## config.mk

```make
export PLATFORM = sky130hd
export DESIGN_NAME = mat_mult_sched
export DESIGN_NICKNAME = d
export VERILOG_FILES = /design/src/rtl/mat_mult_sched.sv
export SDC_FILE = /design/constraint.sdc
export NUM_CORES = 1
export LEC_CHECK = 0
export ABC_AREA = 1
export ABC_CLOCK_PERIOD_IN_PS = 1800
export CAP_MARGIN = 15
export CORE_MARGIN = 2
export CORE_UTILIZATION = 43
export DETAILED_ROUTE_END_ITERATION = 12
export PLACE_DENSITY = 0.8
export SLEW_MARGIN = 25
export SYNTH_ARGS = -nofsm -noshare
export SYNTH_HDL_FRONTEND = slang
export SYNTH_SLANG_ARGS = --single-unit
```

## constraint.sdc

```tcl
create_clock -name clk -period 1.8 [get_ports clk]
set_input_delay 0.18 -clock clk [delete_from_list [all_inputs] [get_ports clk]]
set_output_delay 0.18 -clock clk [all_outputs]
set_load 0.01 [all_outputs]
```

## src/rtl/mat_mult_sched.sv

```systemverilog
// rtl/mat_mult_sched.sv - row-major matrix multiply sequencer driving a shared dot-product engine
// Purpose: walks every result element (i,j), issues one engine job per element, waits for the
//          engine result and writes it to the result store; reports busy/done, supports abort.
// Ports:
//   clk, reset          - rising-edge clock, asynchronous active-low reset
//   start, abort        - begin a full multiply (IDLE only) / cancel the run in progress
//   busy, done, aborted - status: not IDLE, one-cycle completion pulse, one-cycle abort pulse
//   dp_start/dp_row/dp_col/dp_ready       - engine job request handshake
//   dp_valid/dp_result                    - engine result
//   wr_en/wr_row/wr_col/wr_data/wr_ready  - result store write handshake
//   proto_err           - sticky: engine result seen outside WAIT
module mat_mult_sched #(
    parameter int N_ROWS     = 3,
    parameter int N_COLUMNS  = 2,
    parameter int DATA_WIDTH = 32,
    parameter int ROW_W      = (N_ROWS > 1) ? $clog2(N_ROWS) : 1,
    parameter int COL_W      = (N_COLUMNS > 1) ? $clog2(N_COLUMNS) : 1
) (
    input  logic                  clk,
    input  logic                  reset,
    input  logic                  start,
    input  logic                  abort,
    output logic                  busy,
    output logic                  done,
    output logic                  aborted,
    output logic                  dp_start,
    output logic [ROW_W-1:0]      dp_row,
    output logic [COL_W-1:0]      dp_col,
    input  logic                  dp_ready,
    input  logic                  dp_valid,
    input  logic [DATA_WIDTH-1:0] dp_result,
    output logic                  wr_en,
    output logic [ROW_W-1:0]      wr_row,
    output logic [COL_W-1:0]      wr_col,
    output logic [DATA_WIDTH-1:0] wr_data,
    input  logic                  wr_ready,
    output logic                  proto_err
);

    typedef enum logic [2:0] {
        S_IDLE   = 3'd0,
        S_ISSUE  = 3'd1,
        S_WAIT   = 3'd2,
        S_WRITE  = 3'd3,
        S_FINISH = 3'd4
    } state_t;

    localparam logic [ROW_W-1:0] LAST_ROW = ROW_W'(N_ROWS - 1);
    localparam logic [COL_W-1:0] LAST_COL = COL_W'(N_COLUMNS - 1);

    state_t                state_q, state_d;
    logic [ROW_W-1:0]      row_q, row_d;
    logic [COL_W-1:0]      col_q, col_d;
    logic [DATA_WIDTH-1:0] data_q, data_d;
    logic                  aborted_q, aborted_d;
    logic                  proto_err_q, proto_err_d;

    always_comb begin
        state_d     = state_q;
        row_d       = row_q;
        col_d       = col_q;
        data_d      = data_q;
        aborted_d   = 1'b0;
        proto_err_d = proto_err_q;

        // Abort outranks every other transition; in IDLE it only blocks a same-cycle start.
        if (abort && (state_q != S_IDLE)) begin
            state_d   = S_IDLE;
            aborted_d = 1'b1;
        end else begin
            unique case (state_q)
                S_IDLE: begin
                    if (start && !abort) begin
                        row_d       = '0;
                        col_d       = '0;
                        proto_err_d = 1'b0;
                        state_d     = S_ISSUE;
                    end
                end
                S_ISSUE: begin
                    if (dp_ready) begin
                        state_d = S_WAIT;
                    end
                end
                S_WAIT: begin
                    if (dp_valid) begin
                        data_d  = dp_result;
                        state_d = S_WRITE;
                    end
                end
                S_WRITE: begin
                    if (wr_ready) begin
                        if ((row_q == LAST_ROW) && (col_q == LAST_COL)) begin
                            state_d = S_FINISH;
                        end else begin
                            state_d = S_ISSUE;
                            if (col_q == LAST_COL) begin
                                col_d = '0;
                                row_d = row_q + ROW_W'(1);
                            end else begin
                                col_d = col_q + COL_W'(1);
                            end
                        end
                    end
                end
                S_FINISH: begin
                    state_d = S_IDLE;
                end
                default: begin
                    state_d = S_IDLE;
                end
            endcase
        end

        // A result still in flight when an abort landed arrives in the cycle flagged by
        // aborted_q; that one is expected and must not raise the sticky error.
        if (dp_valid && (state_q != S_WAIT) && !aborted_q) begin
            proto_err_d = 1'b1;
        end
    end

    always_ff @(posedge clk or negedge reset) begin
        if (!reset) begin
            state_q     <= S_IDLE;
            row_q       <= '0;
            col_q       <= '0;
            data_q      <= '0;
            aborted_q   <= 1'b0;
            proto_err_q <= 1'b0;
        end else begin
            state_q     <= state_d;
            row_q       <= row_d;
            col_q       <= col_d;
            data_q      <= data_d;
            aborted_q   <= aborted_d;
            proto_err_q <= proto_err_d;
        end
    end

    // Every output comes straight from a flop or a state decode: no input-to-output paths.
    assign busy      = (state_q != S_IDLE);
    assign done      = (state_q == S_FINISH);
    assign aborted   = aborted_q;
    assign dp_start  = (state_q == S_ISSUE);
    assign dp_row    = row_q;
    assign dp_col    = col_q;
    assign wr_en     = (state_q == S_WRITE);
    assign wr_row    = row_q;
    assign wr_col    = col_q;
    assign wr_data   = data_q;
    assign proto_err = proto_err_q;

endmodule

```

==> results.yml <==
outcome:
  status: "completed"
critical_path:
  crit_fanout: 8
  timing.rr.start: "dp_row[0]$_DFFE_PN0P_"
  reg2reg_setup_slack_ns: 0.41
  rr_worst_depth: 8
  rr_endpoint: "dp_row[0]$_DFFE_PN0P_"
  path_cells: "buf_4 > nand2_1 > nor2_2 > clkdlybuf4s50_1"
  required_ns: 1.62
  path_depth: 4
  setup.worst_path.start_class: "flip-flop"
  critical_path_class: "flip-flop to output pin"
  crit_path_end_kind: "output pin"
  cp.arrival_ns: 1.51
  max_stage_delay_ns: 0.55
  critPathSlowestCell: "clkdlybuf4s50_1"
  cp-endpoint: "wr_en"
  cp_top_family: "buffers and inverters"
  cp-startpoint: "state_q[1]$_DFFE_PN0P_"
  crit_buf_inv: 2
synthesis:
  syn_nets: 258
  synth_top_cell_by_area: "dfrtp_1"
  synth_cells: 218
  ys_seq_area_share_pct: 50.1
  synth_top_area_share_pct: 50.1
  syn-cell-area_mm2: 0.00200
  ys_ff_latch: 40
  yosysUniqueCellTypes: 22
  syn_area_per_cell_um2: 9.17
  ys_top_cells_by_area: "dfrtp_1, o21ai_2, nand2_1"
  ys_warn_count: 0
global_routing:
  antenna_found_initial: 0
  grt_max_degree: 33
  grt_pass1_vias: 1539
  grt_remaining_overflow: 0
  grt_pass1_wl_um: 6870
  grt_usage_pct: 17.0
floorplan:
  core-area_mm2: 0.00441
  die-area_mm2: 0.00521
  rows: 24
  die_x_um: 72.2
  pin_count: 83
  initial_core_util_pct: 45.3
  die_h_um: 72.2
routing:
  vias_per_cell: 4.68
  drt_iter0_drc: 134
  antenna_left: 0
  first_pass_iters: 4
  wl_um: 4190
  wl_per_cell_um: 11.8
  vias: 1666
  drc: 0
run:
  maxCapViolCount: 0
placement:
  io_buffers: 82
  gp_congestion: 0.967
  dpl_cell_area_mm2: 0.00285
  dp_hpwl_um: 3190
hold_path:
  worstHoldPathType: "primary input to asynchronous set/reset pin"
clocking:
  numCtsBuffers: 5
  clk_latency_ns: 0.28
  cts.path.max_buffers: 2
  clkSlewWorstSetupHoldPaths_ns: 0.08
  numClockSinks: 40
  cts_tree: "done"
  root_buffer: "clkbuf_8"
  htree_levels: 2
sta:
  final.min_clock_period_ns: 1.69
  tightest_slew_ns: 0.468
  grt_setup_unrepaired: "no"
  setup_violations: 0
  tns_ns: 0
  max_slew_margin_pct: 68.8
  fmax_mhz: 591
  finalCritPeriodShare_pct: 93.9
  finClkSkew_ns: 0.00324
  finalHoldViolations: 0
  slew_viol_final: 0
cells_and_area:
  area_delta_synth_final_pct: 47.2
  seqCellArea_mm2: 0.00100
  multiInputGateArea_um2: 724
  fill_cells: 367
  final_layout_size_suffix_gt1_share_pct: 19.1
  antenna_cells: 0
  nNetsFinal: 344
  fin_area_mm2: 0.00294
pwr:
  power_leakage_nw: 1.49
  powerDensity_mw_per_mm2: 1420
  peakVddDrop_uv: 771
  power_mw: 4.18
-- synth_stat cells --
cell type and count:
nand2_1 52, inv_1 46, dfrtp_1 40, o21ai_2 33
nand3_1 7, buf_6 6, nor2_1 6, nand4_1 5
buf_4 4, o21ai_0 4, nand2_2 3, nor3_1 2
a31oi_1 1, ha_1 1, inv_2 1, nand2_4 1
nand3_2 1, nand4_4 1, nor2_2 1, nor2_4 1
o21ai_4 1, o21bai_1 1
-- final cells by class --
class | count | area share [%]
multi-input cells | 121 | 24.6
clock inverters | 1 | 0.170
clock buffers | 6 | 2.46
flip-flops and latches | 40 | 34.1
well taps | 52 | 2.21
repair buffers | 89 | 30.5
inverters | 47 | 5.99
-- sequential cells by signal, indices dropped and copies added, names as in the netlist --
signal / flops
state_q: 3
aborted: 1
dp_row: 2
wr_data: 32
proto_err: 1
dp_col: 1
-- repair_timing --
action	in CTS	in global routing
endpoints found under the hold margin	20	0
buffers inserted	0	1
pin swaps	1	1
gates resized for setup	2	2
hold buffers	1	0
gates cloned	0	0
setup endpoints to repair	2	3
-- cells in the final DEF (no fill, tap or decap), drive strengths merged --
cell           count
dlygate4sd3        1
buf                7
nand4              6
inv               47
dlymetal6s2s       1
clkinv             1
o21bai             1
clkbuf             6
nand2             56
o21ai             38
a31oi              1
dlygate4sd2        1
nor2               8
dfrtp             40
clkdlybuf4s50     79
nand3              8
nor3               2
ha                 1
-- worst min path at each step --
stage               start                    end  cells past startpoint
finish              reset  dp_row[1]$_DFFE_PN0P_                      2
global placement    reset     dp_col$_DFFE_PN0P_                      1
global route        reset     dp_col$_DFFE_PN0P_                      2
CTS                 reset     dp_col$_DFFE_PN0P_                      2
floorplan           reset      aborted$_DFF_PN0_                      0
detailed placement  reset     dp_col$_DFFE_PN0P_                      1
-- metal layers --
layer | track usage (%) | share of wire (%)
met1 | 20.2 | 40
met2 | 29.1 | 51
met3 | 5.69 | 8.5
met4 | 5.45 | 0.93
met5 | 0 | 0
-- worst reg2reg max path: stages (launching register included) --
cell	delay, ns
dfrtp_1	0.41
inv_1	0.06
ha_1	0.20
nand2_1	0.06
inv_1	0.07
o21ai_2	0.25
nand3_2	0.12
nand2_1	0.07
nand2_1	0.05
-- through the flow --
stage | hold slack (ns) | worst slack (ns) | util, % | instances
finish | 0.376 | 0.109 | 66.7 | 356
global route | 0.418 | 0.0277 | 66.7 | 356
CTS | 0.397 | 0.00961 | 66.4 | 355
detailed placement | 0.168 | 0.294 | 64.5 | 347
global placement | 0.160 | 0.325 | 64.5 | 347
floorplan | -0.116 | 0.537 | - | 218
-- cell families (layout without fill, tap and decap cells) --
family / count (synthesis) / in the layout / synth area share, %
AOI/OAI and AO/OA: 40 / 40 / 17.0
adders and majority gates: 1 / 1 / 0.626
and+or+nand+nor: 80 / 80 / 18.6
DFF: 40 / 40 / 50.1
buffers and inverters: 57 / 143 / 13.7
-- power by group --
group / switching (mW) / internal, mW
combinational: 0.975 / 1.14
sequential: 0.230 / 1.27
clock: 0.292 / 0.264
No activity file was read; power rests on OpenSTA's default activity.
